--- src/rtl/pipe_multdiv_unit_if.sv ---
// Request/result handshake bundle for pipe_multdiv_unit.
// The master (execute stage) issues requests; the slave (unit) returns tagged results.
interface pipe_multdiv_unit_if #(
   parameter int WIDTH = 32,
   parameter int TAG_W = 5
);
   logic             flush;
   logic             in_valid;
   logic             in_ready;
   logic             op_mult;
   logic             op_div;
   logic [WIDTH-1:0] operand_a;
   logic [WIDTH-1:0] operand_b;
   logic [TAG_W-1:0] in_tag;
   logic             out_valid;
   logic             out_ready;
   logic [WIDTH-1:0] result;
   logic [TAG_W-1:0] out_tag;
   logic             exception;
   logic             busy;

   modport master (
      output flush, in_valid, op_mult, op_div, operand_a, operand_b, in_tag, out_ready,
      input  in_ready, out_valid, result, out_tag, exception, busy
   );

   modport slave (
      input  flush, in_valid, op_mult, op_div, operand_a, operand_b, in_tag, out_ready,
      output in_ready, out_valid, result, out_tag, exception, busy
   );
endinterface

--- src/rtl/pipe_multdiv_unit.sv ---
// Iterative signed multiply (shift-add) / divide (restoring) unit, one bit per cycle.
// Results are tagged, held under backpressure and flagged on overflow or divide-by-zero.
module pipe_multdiv_unit #(
   parameter int WIDTH = 32,
   parameter int TAG_W = 5
) (
   input  logic               clock,
   input  logic               reset,
   pipe_multdiv_unit_if.slave bus
);

   localparam int CNT_W = $clog2(WIDTH + 1);

   localparam logic [1:0] S_IDLE = 2'd0;
   localparam logic [1:0] S_MULT = 2'd1;
   localparam logic [1:0] S_DIV  = 2'd2;
   localparam logic [1:0] S_DONE = 2'd3;

   logic [1:0]         r_state;
   logic [CNT_W-1:0]   r_cnt;
   logic [2*WIDTH-1:0] r_acc;
   logic [2*WIDTH-1:0] r_mcand;
   logic [WIDTH-1:0]   r_mplier;
   logic [WIDTH-1:0]   r_rem;
   logic [WIDTH-1:0]   r_quo;
   logic [WIDTH-1:0]   r_dvs;
   logic               r_neg;
   logic               r_ovf;
   logic               r_dz;
   logic [TAG_W-1:0]   r_tag;
   logic               r_out_valid;
   logic [WIDTH-1:0]   r_result;
   logic [TAG_W-1:0]   r_out_tag;
   logic               r_exc;

   logic               w_accept;
   logic               w_last;
   logic [WIDTH-1:0]   w_a_mag;
   logic [WIDTH-1:0]   w_b_mag;
   logic [2*WIDTH-1:0] w_add;
   logic [2*WIDTH-1:0] w_acc_nx;
   logic               w_mul_ovf;
   logic [WIDTH:0]     w_rem_sh;
   logic [WIDTH:0]     w_diff;
   logic               w_qbit;
   logic [WIDTH-1:0]   w_rem_nx;
   logic [WIDTH-1:0]   w_quo_nx;
   logic [WIDTH-1:0]   w_quo_signed;

   assign w_accept = (r_state == S_IDLE) && bus.in_valid && (bus.op_mult || bus.op_div) && !bus.flush;
   assign w_last   = (r_cnt == CNT_W'(1));
   assign w_a_mag  = bus.operand_a[WIDTH-1] ? -bus.operand_a : bus.operand_a;
   assign w_b_mag  = bus.operand_b[WIDTH-1] ? -bus.operand_b : bus.operand_b;

   // Final multiplier bit carries negative weight, so it is subtracted.
   assign w_add     = r_mplier[0] ? (w_last ? -r_mcand : r_mcand) : '0;
   assign w_acc_nx  = r_acc + w_add;
   assign w_mul_ovf = (w_acc_nx[2*WIDTH-1:WIDTH] != {WIDTH{w_acc_nx[WIDTH-1]}});

   assign w_rem_sh     = {r_rem, r_quo[WIDTH-1]};
   assign w_diff       = w_rem_sh - {1'b0, r_dvs};
   assign w_qbit       = ~w_diff[WIDTH];
   assign w_rem_nx     = w_qbit ? w_diff[WIDTH-1:0] : w_rem_sh[WIDTH-1:0];
   assign w_quo_nx     = {r_quo[WIDTH-2:0], w_qbit};
   assign w_quo_signed = r_neg ? -w_quo_nx : w_quo_nx;

   always_ff @(posedge clock or negedge reset) begin
      if (!reset) begin
         r_state     <= S_IDLE;
         r_cnt       <= '0;
         r_acc       <= '0;
         r_mcand     <= '0;
         r_mplier    <= '0;
         r_rem       <= '0;
         r_quo       <= '0;
         r_dvs       <= '0;
         r_neg       <= 1'b0;
         r_ovf       <= 1'b0;
         r_dz        <= 1'b0;
         r_tag       <= '0;
         r_out_valid <= 1'b0;
         r_result    <= '0;
         r_out_tag   <= '0;
         r_exc       <= 1'b0;
      end else if (bus.flush) begin
         r_state     <= S_IDLE;
         r_out_valid <= 1'b0;
      end else begin
         case (r_state)
            S_IDLE: begin
               if (w_accept) begin
                  r_tag <= bus.in_tag;
                  r_cnt <= CNT_W'(WIDTH);
                  if (bus.op_mult) begin
                     r_state  <= S_MULT;
                     r_acc    <= '0;
                     r_mcand  <= {{WIDTH{bus.operand_a[WIDTH-1]}}, bus.operand_a};
                     r_mplier <= bus.operand_b;
                  end else begin
                     r_state <= S_DIV;
                     r_neg   <= bus.operand_a[WIDTH-1] ^ bus.operand_b[WIDTH-1];
                     r_rem   <= '0;
                     r_quo   <= w_a_mag;
                     r_dvs   <= w_b_mag;
                     r_ovf   <= (bus.operand_a == {1'b1, {(WIDTH-1){1'b0}}}) && (bus.operand_b == '1);
                     r_dz    <= (bus.operand_b == '0);
                     if (bus.operand_b == '0)
                        r_cnt <= CNT_W'(1);
                  end
               end
            end
            S_MULT: begin
               r_acc    <= w_acc_nx;
               r_mcand  <= r_mcand << 1;
               r_mplier <= r_mplier >> 1;
               r_cnt    <= r_cnt - CNT_W'(1);
               if (w_last) begin
                  r_state     <= S_DONE;
                  r_out_valid <= 1'b1;
                  r_result    <= w_acc_nx[WIDTH-1:0];
                  r_exc       <= w_mul_ovf;
                  r_out_tag   <= r_tag;
               end
            end
            S_DIV: begin
               r_cnt <= r_cnt - CNT_W'(1);
               if (r_dz) begin
                  r_state     <= S_DONE;
                  r_out_valid <= 1'b1;
                  r_result    <= '0;
                  r_exc       <= 1'b1;
                  r_out_tag   <= r_tag;
               end else begin
                  r_rem <= w_rem_nx;
                  r_quo <= w_quo_nx;
                  if (w_last) begin
                     r_state     <= S_DONE;
                     r_out_valid <= 1'b1;
                     r_result    <= w_quo_signed;
                     r_exc       <= r_ovf;
                     r_out_tag   <= r_tag;
                  end
               end
            end
            S_DONE: begin
               if (bus.out_ready) begin
                  r_state     <= S_IDLE;
                  r_out_valid <= 1'b0;
               end
            end
            default: r_state <= S_IDLE;
         endcase
      end
   end

   assign bus.in_ready  = (r_state == S_IDLE);
   assign bus.busy      = (r_state != S_IDLE);
   assign bus.out_valid = r_out_valid;
   assign bus.result    = r_result;
   assign bus.out_tag   = r_out_tag;
   assign bus.exception = r_exc;

endmodule

--- src/flat_wrapper.sv ---
// flat-port wrapper written by rule: the top's interface ports become plain ports
module pipe_multdiv_unit_flat 
#(
   parameter int WIDTH = 32,
   parameter int TAG_W = 5
)
  (clock, reset, bus_flush, bus_in_valid, bus_op_mult, bus_op_div, bus_operand_a, bus_operand_b, bus_in_tag, bus_out_ready, bus_in_ready, bus_out_valid, bus_result, bus_out_tag, bus_exception, bus_busy);
  pipe_multdiv_unit_if #(.WIDTH(WIDTH), .TAG_W(TAG_W)) bus_i ();
  input  logic clock;
  input  logic reset;
  input wire logic [$bits(bus_i.flush)-1:0] bus_flush;
  input wire logic [$bits(bus_i.in_valid)-1:0] bus_in_valid;
  input wire logic [$bits(bus_i.op_mult)-1:0] bus_op_mult;
  input wire logic [$bits(bus_i.op_div)-1:0] bus_op_div;
  input wire logic [$bits(bus_i.operand_a)-1:0] bus_operand_a;
  input wire logic [$bits(bus_i.operand_b)-1:0] bus_operand_b;
  input wire logic [$bits(bus_i.in_tag)-1:0] bus_in_tag;
  input wire logic [$bits(bus_i.out_ready)-1:0] bus_out_ready;
  output wire logic [$bits(bus_i.in_ready)-1:0] bus_in_ready;
  output wire logic [$bits(bus_i.out_valid)-1:0] bus_out_valid;
  output wire logic [$bits(bus_i.result)-1:0] bus_result;
  output wire logic [$bits(bus_i.out_tag)-1:0] bus_out_tag;
  output wire logic [$bits(bus_i.exception)-1:0] bus_exception;
  output wire logic [$bits(bus_i.busy)-1:0] bus_busy;
  assign bus_i.flush = bus_flush;
  assign bus_i.in_valid = bus_in_valid;
  assign bus_i.op_mult = bus_op_mult;
  assign bus_i.op_div = bus_op_div;
  assign bus_i.operand_a = bus_operand_a;
  assign bus_i.operand_b = bus_operand_b;
  assign bus_i.in_tag = bus_in_tag;
  assign bus_i.out_ready = bus_out_ready;
  assign bus_in_ready = bus_i.in_ready;
  assign bus_out_valid = bus_i.out_valid;
  assign bus_result = bus_i.result;
  assign bus_out_tag = bus_i.out_tag;
  assign bus_exception = bus_i.exception;
  assign bus_busy = bus_i.busy;
  pipe_multdiv_unit #(.WIDTH(WIDTH), .TAG_W(TAG_W)) u_core (.clock(clock), .reset(reset), .bus(bus_i));
endmodule
--- config.mk ---
export PLATFORM = sky130hd
export DESIGN_NAME = pipe_multdiv_unit_flat
export DESIGN_NICKNAME = d
export VERILOG_FILES = /design/src/rtl/pipe_multdiv_unit_if.sv /design/src/rtl/pipe_multdiv_unit.sv /design/src/flat_wrapper.sv
export SDC_FILE = /design/constraint.sdc
export NUM_CORES = 1
export LEC_CHECK = 0
export BUFFER_PORTS_ARGS = -buffer_cell sky130_fd_sc_hd__buf_4
export CAP_MARGIN = 20
export CORE_ASPECT_RATIO = 1.2
export CORE_MARGIN = 2
export CORE_UTILIZATION = 55
export CTS_CLUSTER_SIZE = 8
export DETAILED_ROUTE_END_ITERATION = 8
export PLACE_DENSITY = 0.8
export SLEW_MARGIN = 10
export SYNTH_ARGS = -nofsm -noshare
export SYNTH_HDL_FRONTEND = slang
export SYNTH_SLANG_ARGS = --single-unit
--- constraint.sdc ---
create_clock -name clock -period 8.2 [get_ports clock]
set_input_delay 1.64 -clock clock [delete_from_list [all_inputs] [get_ports clock]]
set_output_delay 1.64 -clock clock [all_outputs]
set_load 0.01 [all_outputs]
# After elaboration in Yosys (flattened, before gate mapping)
# Index checks and enable logic that the tools add are counted.
# W data, S select, Z words.
[totals] out_inout_bits=41 register_bits=311 input_bits=76 elab_cells=116
[classes] bitwise_logic=4 n_eq_ne=15 n_reduce_logical=24 muxes=50 add_sub_neg=7
[ops] cell="$mux W32" n=15
[ops] cell="$mux W64" n=6
[ops] cell="$pmux W32 S2" n=4
[ops] cell="$pmux W64 S2" n=2
[ops] cell="$neg A32 Y32" n=3
[ops] cell="$add A64 B64 Y64" n=1
[ops] cell="$eq A32 B32 Y1 const B" n=2
[ops] cell="$neg A64 Y64" n=1
[ops] cell="$sub A33 B32 Y33" n=1
[ops] cell="$logic_not A32 Y1" n=1
[ops] cell="$ne A32 B32 Y1" n=1
[ops] cell="$mux W6" n=3
[ops] cell="$mux W2" n=6
[ops] cell="$pmux W6 S2" n=1
[ops] cell="$reduce_and A4 Y1" n=3
[ops] cell="$mux W5" n=2
[ops] cell="$pmux W5 S2" n=1
[ops] cell="$reduce_bool A2 Y1" n=5
[ops] cell="$pmux W2 S4" n=1
[ops] cell="$mux W1" n=7
[ops] cell="$eq A6 B1 Y1 const B" n=1
[ops] cell="$ne A2 B2 Y1 const B" n=3
[ops] cell="$reduce_and A2 Y1" n=3
[ops] cell="$reduce_and A3 Y1" n=2
[ops] cell="18 further kinds" n=25

# Logic depth before layout (Yosys ltp)
[depth] word_depth=7 mapped_depth=27 depth_no_buf=26

# Worst setup path before layout
# Ideal clock, no wire load.
[synth_path] path_type="reg-to-reg" start="register u_core.r_mcand[4]" end="register u_core.r_exc, in the netlist u_core.bus.exception" path_slack_ps=2712 stages_incl_launch_ff=25 arrival_ps=5356 required_ps=8068 period_less_slack_ps=5488 setup_ps=132 n_path_buf=1 cell_sequence="dfrtp_1 nor4_2 nand2_2 nor3_4 nand2_2 or4_4 or3_4 or2_4 nor2_4 a21oi_1 xor2_1 and2_1 ha_1 clkbuf_1 a21o_1 a21o_1 a21oi_1 o21ai_0 a32o_1 a31o_2 o41a_1 xnor2_1 or3b_1 o31ai_2 a31oi_1"
[synth_via] elab_chain_len=7
[synth_rtl] item="start: declaration" line="pipe_multdiv_unit.sv:22" source="logic [2*WIDTH-1:0] r_mcand;"
[synth_rtl] item="start signal: assignment" line="pipe_multdiv_unit.sv:97" source="r_mcand <= {{WIDTH{bus.operand_a[WIDTH-1]}}, bus.operand_a};"
[synth_rtl] item="start signal: assignment" line="pipe_multdiv_unit.sv:114" source="r_mcand <= r_mcand << 1;"
[synth_rtl] item="$neg A64 Y64" line="pipe_multdiv_unit.sv:56" source="assign w_add = r_mplier[0] ? (w_last ? -r_mcand : r_mcand) : '0;"
[synth_rtl] item="$mux W64 (*) (2 in series)" line="pipe_multdiv_unit.sv:56"
[synth_rtl] item="$add A64 B64 Y64 (*)" line="pipe_multdiv_unit.sv:57" source="assign w_acc_nx = r_acc + w_add;"
[synth_rtl] item="$ne A32 B32 Y1 (*)" line="pipe_multdiv_unit.sv:58" source="assign w_mul_ovf = (w_acc_nx[2*WIDTH-1:WIDTH] != {WIDTH{w_acc_nx[WIDTH-1]}});"
[synth_rtl] item="$mux W1 (*)" line="pipe_multdiv_unit.sv:117" source="if (w_last) begin"
[synth_rtl] item="$pmux W1 S2 (*)" line="pipe_multdiv_unit.sv:89" source="case (r_state)"
[synth_rtl] item="end signal: assignment" line="pipe_multdiv_unit.sv:121" source="r_exc <= w_mul_ovf;"
[synth_rtl] item="end signal: assignment" line="pipe_multdiv_unit.sv:140" source="r_exc <= r_ovf;"
[synth_rtl] item="end: declaration" line="pipe_multdiv_unit.sv:34" source="logic r_exc;"
# Every way passes the cells marked *; elsewhere a longest branch is shown, timed or not. The select of a mux whose other input is x is not followed.
# A chain may end at the register's enable or synchronous reset.

# Worst setup path after layout
[layout_path] start="register u_core.r_mcand[8]" end="register u_core.r_exc, in the netlist u_core.bus.exception"
# The elaborated chain is that of the path after synthesis.

==> flow_metrics.env <==
export IMPL_max_slew_margin_rel_pct=33.55
export IMPL_syn_area_per_cell_um2=8.275
export IMPL_ant_nets=0
export IMPL_syn_to_final_growth_pct=10.36
export IMPL_status="completed"
export IMPL_core_area_mm2=0.04155
export IMPL_cts_buffers=45
export IMPL_netlist_area_mm2=0.02303
export IMPL_fin_ws_ps=1804
export IMPL_routed_wl_mm=69.76
export IMPL_leakage_nw=11.27
export IMPL_layoutNonFillerInstCount=3354
export IMPL_clk_latency_ps=580
export IMPL_ios=117
export IMPL_die_h_um=228.2
export IMPL_swShare_pct=43.92
export IMPL_wl_met2_mm=33.15
export IMPL_fin_area_mm2=0.02542
export IMPL_h_tree_depth=2
export IMPL_critPathBufInv=0
export IMPL_start_kind="register"
export IMPL_fin_util_pct=61.17
export IMPL_antenna_found_initial=1
export IMPL_ys_ff_latch=311
export IMPL_nets=2984
export IMPL_hold_class="reg2reg"
export IMPL_grt_pass1_vias=20644
export IMPL_worst_pin_slew_ps=993.9
export IMPL_p_per_area_mw_per_mm2=316.3
export IMPL_cts_sinks=311
export IMPL_placedCellCount=3296
export IMPL_drv_slew=0
export IMPL_synth_edf_count=0
export IMPL_drc=0
export IMPL_path_clk_slew_ps=50
export IMPL_highest_layer="met5"
export IMPL_crit_cells=20
export IMPL_crit_path_max_incr_delay_ps=580
export IMPL_finalHoldViolCount=0
export IMPL_fin_crit_ps=6396
export IMPL_placed_area_mm2=0.02419
export IMPL_ys_dominant_reg_cell="dfrtp_1"
export IMPL_final_cell_mix="nand2_1 (353), o21ai_0 (325), dfrtp_1 (311)"
export IMPL_cap_violations=0
export IMPL_tritoncts="done"
export IMPL_place_congestion=0.9576
export IMPL_start_util_pct=55.42
export IMPL_finClkSkew_ps=24.41
export IMPL_cp_max_fo=7
export IMPL_routed_via_density=6.289
export IMPL_p_switching_mw=3.530
export IMPL_crit_top_cell="nor3_1"
export IMPL_cp_required_ps=8650
export IMPL_synth_async_reset_ratio_pct=100.0
export IMPL_numPortBuffers=116
export IMPL_drive_above_1_share_pct=9.159
export IMPL_dieArea_mm2=0.04353
export IMPL_cts_root_buf="clkbuf_16"
export IMPL_wl_met1_mm=29.67
export IMPL_seqPwrFrac_pct=33.2
export IMPL_cts_resized=0
export IMPL_syn_nets=2968
export IMPL_final_common_cell="nand2_1"
export IMPL_vias=21094
export IMPL_crit_chain="or4_4 > and4bb_4 > nand2_1 > nor3_1 > a31oi_1 > or3_1 > and3_1 > ha_1 > a21oi_1 > o21a_1 > o221ai_1 > a21o_1 > or3_1 > nor3_1 > a311oi_1 > or4_1 > or4_1 > nor3_1 > o221a_1 > a31oi_1"
export IMPL_wl_met3_mm=4.035
export IMPL_timing_fmax_mhz=156.3
export IMPL_dr_pass1_iters=6
export IMPL_crit_type="reg2reg"
export IMPL_wl_per_cell_um=20.80
export IMPL_cts_buffer_depth=3
export IMPL_cts_hold_buffers=0
export IMPL_hpwl_mm=50.92
export IMPL_power_mw=8.039
export IMPL_reg2reg_depth=20
export IMPL_finalCritPeriodShare_pct=78.00
export IMPL_pre_cts_slack_ps=1862
export IMPL_hold_depth=2
export IMPL_setup_viol=0
export IMPL_rsz0062_at_grt="no"
export IMPL_ys_types=98
export IMPL_end_kind="register"
export IMPL_crit_slowest_cell="or4_4"
export IMPL_std_cell_rows=82
export IMPL_grt_max_degree=192
export IMPL_p_int_mw=4.508
export IMPL_track_usage_pct=32.17
export IMPL_grt_overflow=0
export IMPL_holdWs_ps=476.9
export IMPL_p_comb_share_pct=45.9
export IMPL_yosysWarnings=0
export IMPL_syn_inst=2783
export IMPL_cts_setup_buffers=0
export IMPL_fp_dieW_um=190.8
export IMPL_ys_seq_area_share_pct=33.79
export IMPL_finalSetupTns_ps=0
export IMPL_drt_iter0_drc=1770
export IMPL_clkPwrFrac_pct=20.9
export IMPL_critical_path_top_delay_family="simple AND/OR/NAND/NOR gates"
export IMPL_grt_pass1_wl_mm=112.0
export IMPL_vdd_drop_max_mv=0.2124
export IMPL_worst_ep_arrival_time_ps=6850
worst paths after layout:
check,from,to,slack [ps]
worst min-delay path,u_core.r_dvs[14],u_core.r_dvs[14],480
max in group asynchronous,reset,u_core.r_rem[27],5670
worst max register to register,u_core.r_mcand[8],u_core.bus.exception,1800
worst max-delay path,u_core.r_mcand[8],u_core.bus.exception,1800
min in group asynchronous,reset,u_core.r_acc[11],1140
worst min register to register,u_core.r_dvs[14],u_core.r_dvs[14],480
cells by family after synthesis:
family,Yosys count,share of synthesized area [%]
adders and majority gates,109,5.987
and+or+nand+nor,902,19.25
buffers and inverters,244,4.037
muxes,86,3.803
xor gates and xnor gates,216,8.215
AOI/OAI and AO/OA,915,24.91
DFF,311,33.79
worst reg2reg max path: cells and delay by family (launching register included):
kind            cells  cell delay (ps)
simple gates       11             3760
flops               1              430
fa+ha+maj           1              350
compound gates      8             1710
power groups by stage:
| stage | registers (mW) | clock network (mW) | logic (mW) |
|---|---|---|---|
| after global placement | 2.63 | 0 | 3.53 |
| after detailed placement | 2.67 | 0 | 3.62 |
| after global routing | 2.74 | 1.77 | 4.06 |
| final | 2.67 | 1.68 | 3.69 |
| after CTS | 2.65 | 1.70 | 3.64 |
| after floorplan | 2.51 | 0 | 2.59 |
cell type report:
cell class / instances / area, um^2
Clock inverter: 4 / 42.54
Fill cell: 3657 / 16140
Clock buffer: 50 / 1155
Multi-Input combinational cell: 2228 / 14380
Sequential cell: 311 / 7782
Timing Repair Buffer: 139 / 1089
Antenna cell: 2 / 5.005
Inverter: 74 / 277.8
Tap cell: 546 / 683.2
metal layers:
| metal | GRT usage [%] | vias up |
|---|---|---|
| met3 | 4.400 | 156 |
| met4 | 13.69 | 2 |
| met5 | 0 | - |
| met1 | 43.03 | 10178 |
| met2 | 52.09 | 702 |
| li1 | - | 10056 |
cell usage after synthesis (13+ instances only):
master / n / area [um^2]
a21o_1: 47 / 352.8
a21oi_1: 212 / 1061
a22o_1: 39 / 341.6
a31oi_1: 23 / 143.9
and2_1: 64 / 400.4
and3_1: 21 / 131.4
buf_1: 13 / 48.80
clkbuf_1: 146 / 548.0
dfrtp_1: 311 / 7782
ha_1: 107 / 1339
inv_1: 74 / 277.8
mux2i_1: 74 / 740.7
nand2_1: 353 / 1325
nand2b_1: 30 / 187.7
nand3_1: 42 / 210.2
nand4_1: 32 / 200.2
nor2_1: 161 / 604.3
nor2b_1: 18 / 112.6
nor3_1: 54 / 270.3
nor4_1: 21 / 131.4
o21a_1: 42 / 315.3
o21ai_0: 326 / 1632
o21ai_1: 16 / 80.08
o21bai_1: 15 / 112.6
o221ai_1: 20 / 175.2
o31ai_1: 40 / 300.3
o41ai_1: 18 / 157.7
or3_1: 31 / 193.9
or4_1: 18 / 135.1
xnor2_1: 89 / 779.5
xor2_1: 127 / 1112
state kept, by name, summed over array words and instances (netlist names), 2 cells and up:
| name | flops |
|---|---|
| u_core.r_cnt | 6 |
| u_core.r_quo | 32 |
| u_core.r_dvs | 32 |
| u_core.bus.out_tag | 5 |
| u_core.r_mcand | 64 |
| u_core.r_mplier | 32 |
| u_core.r_rem | 32 |
| u_core.r_state | 2 |
| u_core.r_tag | 5 |
| u_core.bus.result | 32 |
| u_core.r_acc | 64 |
Power figures use the tool's default switching activity.
